===== src/rtl/stitch_fpu_rob.sv =====
// stitch_fpu_rob: tags FPU operations, accepts out-of-order results and retires them in issue order.
// Optional STITCH_FPU_ROB_BYPASS_EN forwards a head-slot response straight to writeback.
module stitch_fpu_rob #(
  parameter int Depth = 8,
  parameter int FLEN = 64
) (
  input  logic            clk_i,
  input  logic            rst_i,
  input  logic            issue_valid_i,
  output logic            issue_ready_o,
  input  logic [4:0]      issue_rd_i,
  output logic [6:0]      issue_tag_o,
  output logic            fpu_in_valid_o,
  input  logic            fpu_in_ready_i,
  input  logic            fpu_out_valid_i,
  output logic            fpu_out_ready_o,
  input  logic [FLEN-1:0] fpu_result_i,
  input  logic [4:0]      fpu_status_i,
  input  logic [6:0]      fpu_tag_i,
  output logic            wb_valid_o,
  input  logic            wb_ready_i,
  output logic [4:0]      wb_rd_o,
  output logic [FLEN-1:0] wb_result_o,
  output logic [4:0]      wb_status_o,
  output logic            busy_o,
  output logic            tag_err_o
);
  localparam int AW = $clog2(Depth);
  localparam logic [AW:0] ptr_one = 1;
  logic [AW:0] head, tail;
  logic [AW-1:0] h, t, r;
  logic [Depth-1:0] alloc, done;
  logic [4:0] rd_q [Depth];
  logic [FLEN-1:0] res_q [Depth];
  logic [4:0] st_q [Depth];
  logic full, rsp_v, legal, issue_fire, retire, byp, tag_err;
  assign h = head[AW-1:0];
  assign t = tail[AW-1:0];
  assign r = fpu_tag_i[AW-1:0];
  assign full = (h == t) && (head[AW] != tail[AW]);
  assign fpu_in_valid_o = issue_valid_i & ~full & ~rst_i;
  assign issue_ready_o = fpu_in_ready_i & ~full & ~rst_i;
  assign issue_fire = issue_valid_i & issue_ready_o;
  assign issue_tag_o = 7'(t);
  assign fpu_out_ready_o = ~rst_i;
  assign rsp_v = fpu_out_valid_i & ~rst_i;
  assign legal = ({1'b0, fpu_tag_i} < 8'(Depth)) & alloc[r] & ~done[r];
`ifdef STITCH_FPU_ROB_BYPASS_EN
  assign byp = rsp_v & legal & (r == h);
`else
  assign byp = 1'b0;
`endif
  assign wb_valid_o = (alloc[h] & done[h]) | byp;
  assign wb_rd_o = rd_q[h];
  assign wb_result_o = byp ? fpu_result_i : res_q[h];
  assign wb_status_o = byp ? fpu_status_i : st_q[h];
  assign retire = wb_valid_o & wb_ready_i;
  assign busy_o = head != tail;
  assign tag_err_o = tag_err;
  // retire is applied last so a bypassed head retiring this cycle never stays done
  always_ff @(posedge clk_i) begin
    if (rst_i) begin
      head <= '0;
      tail <= '0;
      alloc <= '0;
      done <= '0;
      tag_err <= 1'b0;
    end else begin
      if (issue_fire) begin
        alloc[t] <= 1'b1;
        done[t] <= 1'b0;
        tail <= tail + ptr_one;
      end
      if (rsp_v && legal) done[r] <= 1'b1;
      if (rsp_v && !legal) tag_err <= 1'b1;
      if (retire) begin
        alloc[h] <= 1'b0;
        done[h] <= 1'b0;
        head <= head + ptr_one;
      end
    end
  end
  always_ff @(posedge clk_i) begin
    if (issue_fire) rd_q[t] <= issue_rd_i;
    if (rsp_v && legal) begin
      res_q[r] <= fpu_result_i;
      st_q[r] <= fpu_status_i;
    end
  end
endmodule


===== config.mk =====
export PLATFORM = sky130hd
export DESIGN_NAME = stitch_fpu_rob
export DESIGN_NICKNAME = d
export VERILOG_FILES = /design/src/rtl/stitch_fpu_rob.sv
export SDC_FILE = /design/constraint.sdc
export NUM_CORES = 1
export LEC_CHECK = 0
export ABC_AREA = 1
export BUFFER_PORTS_ARGS = -buffer_cell sky130_fd_sc_hd__buf_2
export CORE_ASPECT_RATIO = 0.75
export CORE_MARGIN = 3
export CORE_UTILIZATION = 32
export DETAILED_ROUTE_END_ITERATION = 10
export GPL_TIMING_DRIVEN = 1
export PLACE_DENSITY = 0.52
export SYNTH_ARGS = -nofsm -noshare
export SYNTH_HDL_FRONTEND = slang
export SYNTH_SLANG_ARGS = --single-unit

===== constraint.sdc =====
create_clock -name clk_i -period 2.85 [get_ports clk_i]
set_input_delay 0.1425 -clock clk_i [delete_from_list [all_inputs] [get_ports clk_i]]
set_output_delay 0.1425 -clock clk_i [all_outputs]
set_load 0.02 [all_outputs]

==> results of run 1 <==
-- metrics by stage --
step / hold WS (ns) / instances / total power, mW / cell area [um2] / util, %
detailed placement: 0.413 / 3089 / 10.4 / 26600 / 35.2
global route: 0.105 / 3283 / 18.9 / 29500 / 39.0
CTS: 0.0325 / 3281 / 18.5 / 29500 / 38.9
finish: 0.0925 / 3286 / 18.3 / 29500 / 39.0
floorplan: 0.241 / 1998 / 10.2 / 24600 / -
global placement: 0.409 / 3089 / 10.4 / 26600 / 35.2
-- flip-flops by register name, indices dropped and copies added (netlist names), named ones only --
register and count:
st_q 40, rd_q 40, tail 4, done 8
alloc 8, res_q 512, head 4, tag_err_o 1
-- cell usage after synthesis, drive strengths merged (21+ instances only) --
| cell type | count |
|---|---|
| nand3 | 21 |
| a31oi | 74 |
| o22ai | 74 |
| dfxtp | 28 |
| buf | 72 |
| nand2 | 98 |
| nor2 | 546 |
| inv | 67 |
| o21ai | 297 |
| clkbuf | 62 |
| edfxtp | 592 |
| nand4 | 24 |
-- final cells by class --
class,instances,area [um2]
Inverter,68,287
Timing Repair Buffer,283,2240
Clock buffer,85,1780
Fill cell,7155,46100
Antenna cell,4,10.0
Tap cell,1023,1280
Multi-Input combinational cell,1176,5400
Sequential cell,620,18300
Clock inverter,27,198
-- per-layer routing --
metal | vias to the layer above | global-route usage, %
met4 | 4 | 3.72
li1 | 7600 | -
met1 | 7916 | 22.5
met2 | 405 | 24.3
met5 | - | 0
met3 | 80 | 3.02
-- logic make-up after synthesis --
logic type	count (synthesis)
simple gates	701
flops	620
compound gates	464
buf+inv	202
xor+xnor	5
fa+ha+maj	2
other cells	1
-- repair_timing --
action | CTS | global route
endpoints found under the setup margin | 23 | 30
hold buffers | 78 | 0
hold endpoints to repair | 603 | 0
gates cloned | 2 | 1
resized for setup | 3 | 9
-- worst max-delay path: stages, from the launching register on --
cell	delay, ns
dfxtp_4	0.50
buf_16	0.23
buf_16	0.21
o21ai_0	0.14
o22ai_1	0.29
nor2_1	0.08
a31oi_1	0.28
buf_2	0.23
-- path summary, 6_finish.rpt --
path	from	end	slack [ns]	depth (start not counted)
min reg2reg	done[5]	done[5]	0.48	2
min	fpu_in_ready_i	tail[2]	0.09	5
max reg2reg	head[2]	head[0]	0.43	10
max	flop	wb_result_o[57]	0.12	7
-- power by group --
group,switching [mW],internal [mW]
sequential,0.00425,9.97
combinational,0.214,0.131
clock,3.37,4.57
==> results.cfg, run 1 <==
[run_status]
status = complete, no violations

[sta]
fin_worst_skew_ns = 0.0316
slew_viol_final = 0
tightest_slew_ns = 0.679
max_freq_ghz = 0.367
finalCritPeriodShare_pct = 95.7
slew_headroom_pct = 54.6
grt_setup_unrepaired = false
fin_crit_ns = 2.73
setup_ws_ns = 0.124
fin_setup_tns_ns = 0
hold_violations = 0
setup_viol = 0

[route]
drt-total-wl_um = 63600
drc = 0
via_count = 16000
top_layer = met5
via_per_inst = 4.87
drt-initial-drc-count = 1445
first_pass_iters = 5
drt-met1-wl_um = 30300
ant_nets = 0
route.met2.wl_um = 28900
avgRoutedWirePerCell_um = 19.3
met3WireLength_um = 3330

[floorplan]
fp-row-count = 87
initial_core_util_pct = 32.5
die_area_um2 = 80200
fp.dieH_um = 246
io_pins = 174
core_area_um2 = 75700
fp.dieW_um = 326

[synth]
synth_top_family_by_area = simple AND/OR/NAND/NOR gates
async_flop_share_pct = 0
synthFlopType = edfxtp_1
synth_edf_count = 592
synth-compound-area-share_pct = 10.2
synth_cell_types = 30
yosys.area_share.adder_pct = 0.102
netlist_area_um2 = 24600
synthTopCellsByArea = edfxtp_1, nor2_1, o21ai_0
ys_warn_count = 0
avgSynthCellArea_um2 = 12.3
synthSimpleGateAreaFrac_pct = 11.3
synthCells = 1995
yosysTopAreaCell = edfxtp_1
synth_mux_area_share_pct = 0
synth-seq-cells = 620
seq_area_frac_synth_pct = 74.6
synth_top_area_share_pct = 72.3
synth_xor_area_share_pct = 0.178

[global_routing]
grt_overflow = 0
grt_antenna_before_repair = 6
grt_pass1_wl_um = 97100
grt_max_degree = 90
grt_pass1_vias = 16000
grt_use_total_pct = 15.6

[finish]
layout_commonest_cell = edfxtp_1
nets = 2304
layout_common_cells = edfxtp_1, nor2_1, o21ai_0, buf_2, nand2_1
syn_to_final_growth_pct = 20.2
drive_gt1_share_pct = 14.2

[clock_network]
cts_buffer_depth = 3
cts.sink_count = 620
insertion_delay_ns = 0.59
post_cts_buffers = 0
cts_buffers = 66
htreeDepth = 3
cts_tree = built
clockRootBuffer = clkbuf_16
clk_pin_slew_ns = 0.06

[placed_design]
hpwlAfterDp_um = 34900
placement.io_buffers = 169
place.gp.congestion = 0.817
place_ws_ns = 0.552

[worst_setup_path]
worst-setup-path-type = flop to primary output
required_ns = 2.71
startpoint_type = flop
timing.critical_path.arrival_ns = 2.58
crit_fanout = 32
critPathCaptureType = primary output

[power]
ir_drop_uv = 276
power.density_nw_per_um2 = 618
cellLeakagePower_nw = 10.2

[hold_path]
hp-class = input pin to flop

[job]
drv_cap = 0
Note: power is estimated with default switching activity, not from simulation.
==> run 2, diff against run 1 <==
--- a/config.mk
+++ b/config.mk
@@ -10,6 +10,7 @@
 export CORE_ASPECT_RATIO = 0.75
 export CORE_MARGIN = 3
 export CORE_UTILIZATION = 32
+export CTS_BUF_LIST = sky130_fd_sc_hd__clkbuf_4 sky130_fd_sc_hd__clkbuf_8
 export DETAILED_ROUTE_END_ITERATION = 10
 export GPL_TIMING_DRIVEN = 1
 export PLACE_DENSITY = 0.52
==> results.cfg, run 2 (synthesis results as in run 1) <==
[run_status]
status = complete, no violations

[finish]
drive_gt1_share_pct = 17.5
nets = 2351
syn_to_final_growth_pct = 21.4
layout_common_cells = edfxtp_1, nor2_1, o21ai_0, buf_2, clkbuf_8
largest-register = res_q
largest_reg_flops = 512
num-fill-cells = 7180
reg_top3 = res_q (512), rd_q (40), st_q (40)
layout_commonest_cell = edfxtp_1

[route]
ant_nets = 0
via_per_inst = 4.83
drc = 0
drt-initial-drc-count = 1402
drt-total-wl_um = 65300
via_count = 16300
first_pass_iters = 5
avgRoutedWirePerCell_um = 19.4

[global_routing]
use_met3_pct = 3.42
grt_max_degree = 90
grt_overflow = 0
met1_usage_pct = 22.7
grt_use_total_pct = 15.8
grt_antenna_before_repair = 7
top_usage_layer = met2
grt_pass1_wl_um = 98300
grt_pass1_vias = 16300
met2_usage_pct = 24.3

[worst_setup_path]
timing.critical_path.arrival_ns = 2.57
rr_worst_depth = 10
critPathCaptureType = primary output
startpoint_type = flop
crit_fanout = 43
cp-endpoint = wb_result_o[20]
cpPeakStageDelay_ns = 0.51
reg2reg_from = head[2]
worst-setup-path-type = flop to primary output
required_ns = 2.71
r2r_slack_ns = 0.41
r2r-end = head[0]
slowest_stage = dfxtp_4
path_cells = buf_16 > buf_6 > o21ai_0 > o22ai_1 > nor2_1 > a31oi_1 > buf_2

[sta]
slew_viol_final = 0
fin_worst_skew_ns = 0.0402
fin_setup_tns_ns = 0
hold_violations = 0
tightest_slew_ns = 0.677
max_freq_ghz = 0.369
slew_headroom_pct = 54.7
fin_crit_ns = 2.71
finalCritPeriodShare_pct = 95.2
grt_setup_unrepaired = true
setup_viol = 0
setup_ws_ns = 0.137

[floorplan]
fp.dieH_um = 246
die_area_um2 = 80200
fp-row-count = 87
core_area_um2 = 75700
fp.dieW_um = 326
initial_core_util_pct = 32.5
io_pins = 174

[power]
power.density_nw_per_um2 = 602
cellLeakagePower_nw = 10.4
ir_drop_uv = 297

[clock_network]
cts_buffers = 101
clockRootBuffer = clkbuf_8
htreeDepth = 3
insertion_delay_ns = 0.70
cts_tree = built
clk_pin_slew_ns = 0.07
cts.sink_count = 620
cts_buffer_depth = 3

[placed_design]
hpwlAfterDp_um = 34900
placement.io_buffers = 169
place.gp.congestion = 0.817
place_ws_ns = 0.552

[hold_path]
hp-class = input pin to flop

[job]
drv_cap = 0
[run 2: cell types whose count changed in the layout (fill, tap and decap cells not counted), moves of 7 or more]
cell,previous run,this run
clkbuf_16,69,2
a31oi_2,5,18
clkbuf_1,16,0
clkbuf_8,1,109
clkinv_1,11,29
a31oi_1,69,56
dlygate4sd3_1,78,85
clkbuf_4,0,32
[run 2: what timing repair did]
item	4_1_cts	5_1_grt
pin swaps	0	6
buffers inserted	0	2
hold buffers	85	0
hold endpoints to repair	620	0
cloned	3	3
setup endpoints to repair	54	43
gates resized for setup	13	20
[run 2: where the power goes]
group	total, mW	switching (mW)	internal, mW
Clock	7.63	3.50	4.13
Combinational	0.353	0.216	0.138
Sequential	9.98	0.00418	9.97
[run 2: worst min-delay path by stage]
stage | startpoint | to | slack, ns | cells after the start
4_1_cts | fpu_tag_i[3] | done[7] | 0.002 | 8
6_report | fpu_tag_i[3] | done[7] | 0.08 | 8
2_1_floorplan | issue_rd_i[0] | rd_q[0][0] | 0.24 | 0
5_1_grt | fpu_tag_i[3] | done[1] | 0.08 | 8
3_5_place_dp | fpu_result_i[30] | res_q[2][30] | 0.41 | 1
3_3_place_gp | fpu_result_i[30] | res_q[0][30] | 0.41 | 1
[run 2: critical path: cells and delay by family (launching register included)]
kind                   cells  cell delay (ns)
AND/OR/NAND/NOR            1             0.06
flip-flops                 1             0.51
buffers and inverters      3             0.73
AO/OA/AOI/OAI              3             0.53
[run 2: stage by stage]
step	utilization [%]	hold slack (ns)	area [um2]	power (mW)	std cells
floorplan	-	0.241	24600	10.2	1998
CTS	39.2	0.00231	29600	18.2	3362
global route	39.4	0.0823	29800	18.7	3369
detailed placement	35.2	0.413	26600	10.4	3089
global placement	35.2	0.409	26600	10.4	3089
finish	39.4	0.0790	29800	18.0	3372
[run 2: cell type report]
cell class	count	area (um2)	area share (%)
Clock buffer	141	1740	5.83
Timing Repair inverter	1	11.3	0.0377
Timing Repair Buffer	294	2400	8.06
Clock inverter	44	267	0.893
Sequential cell	620	18300	61.5
Multi-Input combinational cell	1176	5480	18.4
Inverter	68	297	0.994
Tap cell	1023	1280	4.29
Antenna cell	5	12.5	0.0419
[run 2: routing by layer]
metal | part of all wire [%] | wire, um
met5 | 0.032 | 21
met4 | 1.5 | 1010
met3 | 5.7 | 3700
met2 | 45 | 29500
met1 | 48 | 31000
==> run 3, diff against run 2 <==
--- a/config.mk
+++ b/config.mk
@@ -9,11 +9,11 @@
 export BUFFER_PORTS_ARGS = -buffer_cell sky130_fd_sc_hd__buf_2
 export CORE_ASPECT_RATIO = 0.75
 export CORE_MARGIN = 3
-export CORE_UTILIZATION = 32
+export CORE_UTILIZATION = 40
 export CTS_BUF_LIST = sky130_fd_sc_hd__clkbuf_4 sky130_fd_sc_hd__clkbuf_8
 export DETAILED_ROUTE_END_ITERATION = 10
 export GPL_TIMING_DRIVEN = 1
-export PLACE_DENSITY = 0.52
+export PLACE_DENSITY = 0.62
 export SYNTH_ARGS = -nofsm -noshare
 export SYNTH_HDL_FRONTEND = slang
 export SYNTH_SLANG_ARGS = --single-unit
==> results.cfg, run 3 (synthesis results as in run 1) <==
[run_status]
status = complete, no violations

[job]
drv_cap = 0

[worst_setup_path]
timing.critical_path.arrival_ns = 2.56
reg2reg_from = head[2]
rr_worst_depth = 10
slowest_stage = inv_4
path_delay_family = buffers and inverters
startpoint_type = flop
r2r_slack_ns = 0.36
path_cells = inv_4 > buf_4 > nor2_1 > a31oi_1 > buf_2
critPathCaptureType = primary output
cp.depth = 5
required_ns = 2.71
worst-setup-path-type = flop to primary output
crit_fanout = 50
path_buf_inv = 3
cpPeakStageDelay_ns = 0.49

[power]
fin_total_pwr_mw = 17.3
comb_power_share_pct = 2.0
ir_drop_uv = 316
p_int_mw = 13.8
power.net_switching_mw = 3.54
sw_frac_of_total_pct = 20.5
power.density_nw_per_um2 = 591
pwr-share-seq_pct = 57.7
cellLeakagePower_nw = 10.3
clkPwrFrac_pct = 40.3

[sta]
fin_worst_skew_ns = 0.0326
setup_viol = 0
max_freq_ghz = 0.370
finalCritPeriodShare_pct = 94.8
slew_headroom_pct = 53.4
hold_ws_ns = 0.0719
hold_violations = 0
slew_viol_final = 0
tightest_slew_ns = 0.699
fin_crit_ns = 2.70

[clock_network]
cts.sink_count = 620
cts_tree = built
cts_buffers = 95
clk_pin_slew_ns = 0.06
clockRootBuffer = clkbuf_8
cts_buffer_depth = 3
htreeDepth = 3
insertion_delay_ns = 0.69

[placed_design]
hpwlAfterDp_um = 33200
place.gp.congestion = 0.833
placement.io_buffers = 169

[hold_path]
hold_depth = 8
holdPathEnd = done[1]
hold_path_startpoint = fpu_tag_i[3]
hp-class = input pin to flop

[global_routing]
grt_pass1_vias = 15900
grt_pass1_wl_um = 91600
grt_use_total_pct = 18.2
grt_antenna_before_repair = 4
grt_max_degree = 90
grt_overflow = 0

[route]
via_per_inst = 5.14
first_pass_iters = 6
avgRoutedWirePerCell_um = 18.9
drt-total-wl_um = 59100
ant_nets = 0
via_count = 16100
drt-initial-drc-count = 1223
drc = 0

[floorplan]
io_pins = 174
core_area_um2 = 60600
initial_core_util_pct = 40.6
fp-row-count = 78
fp.dieH_um = 221
fp.dieW_um = 292
die_area_um2 = 64500

[finish]
layout_common_cells = edfxtp_1, nor2_1, o21ai_0, buf_2, nand2_1
reg_top3 = res_q (512), rd_q (40), st_q (40)
nets = 2349
largest-register = res_q
syn_to_final_growth_pct = 19.0
largest_reg_flops = 512
drive_gt1_share_pct = 16.7
layout_commonest_cell = edfxtp_1
-- run 3: cell count changes in the layout (fill, tap and decap cells not counted), sizes merged --
cell and change:
bufinv -1, clkbuf -14, clkinvlp +5, buf +9, inv -3, diode -4
dlygate4sd3 -2, clkinv -6
-- run 3: cell type report --
class | instances | area [um2]
fillers | 5365 | 31400
flip-flops and latches | 620 | 18300
multi-input cells | 1176 | 5390
repair buffers | 299 | 2420
clock buffers | 129 | 1560
well taps | 800 | 1000
inverters | 68 | 299
clock inverters | 40 | 228
diodes | 1 | 2.50
-- run 3: metal layers --
layer / vias up / share of wire (%) / track usage, %
met5: - / 0.068 / 0
met2: 465 / 46 / 28.4
met3: 98 / 6.4 / 4.42
li1: 7708 / - / -
met1: 7823 / 46 / 25.7
met4: 6 / 1.8 / 4.82
-- run 3: worst register-to-register path: stages, from the launching register on --
cell,delay [ns]
dfxtp_1,0.53
inv_2,0.08
nor2_1,0.24
nand3_1,0.13
nand2_1,0.09
nor2_2,0.05
nor2_4,0.31
nand2_1,0.22
nand2_1,0.12
a21oi_1,0.07
dlygate4sd3_1,0.56
-- run 3: power groups by stage --
stage | clock network (mW) | logic, mW | registers (mW)
6_report | 6.97 | 0.347 | 9.98
5_1_grt | 7.55 | 0.383 | 9.97
2_1_floorplan | 0 | 0.0689 | 10.2
3_3_place_gp | 0 | 0.241 | 10.2
4_1_cts | 7.17 | 0.349 | 9.97
3_5_place_dp | 0 | 0.255 | 10.2
-- run 3: how the worst max path moves through the flow --
stage                            start               to
after global placement            flop  wb_result_o[50]
after global routing              flop  wb_result_o[56]
final                             flop   wb_status_o[2]
after detailed placement  fpu_tag_i[0]     res_q[1][26]
after CTS                         flop  wb_result_o[60]
after floorplan           fpu_tag_i[0]      res_q[1][0]
-- run 3: metrics by stage --
stage	cell area (um2)	setup slack, ns	utilization (%)	instances	TNS (ns)
after floorplan	24600	0.115	-	1998	0
after global placement	26400	0.615	43.6	2872	0
after detailed placement	26400	0.603	43.6	2872	0
after CTS	29100	-0.0354	48.1	3127	-0.193
after global routing	29200	-0.0000542	48.2	3132	-0.0000542
final	29200	0.148	48.3	3133	0
-- run 3: what timing repair did --
item                                   in CTS  in global routing
gates resized for setup                     7                 12
hold buffers                               83                  0
pin swaps                                   0                  0
gates cloned                                2                  0
setup buffers                               1                  5
endpoints found under the hold margin     620                  0
setup endpoints to repair                  31                 27
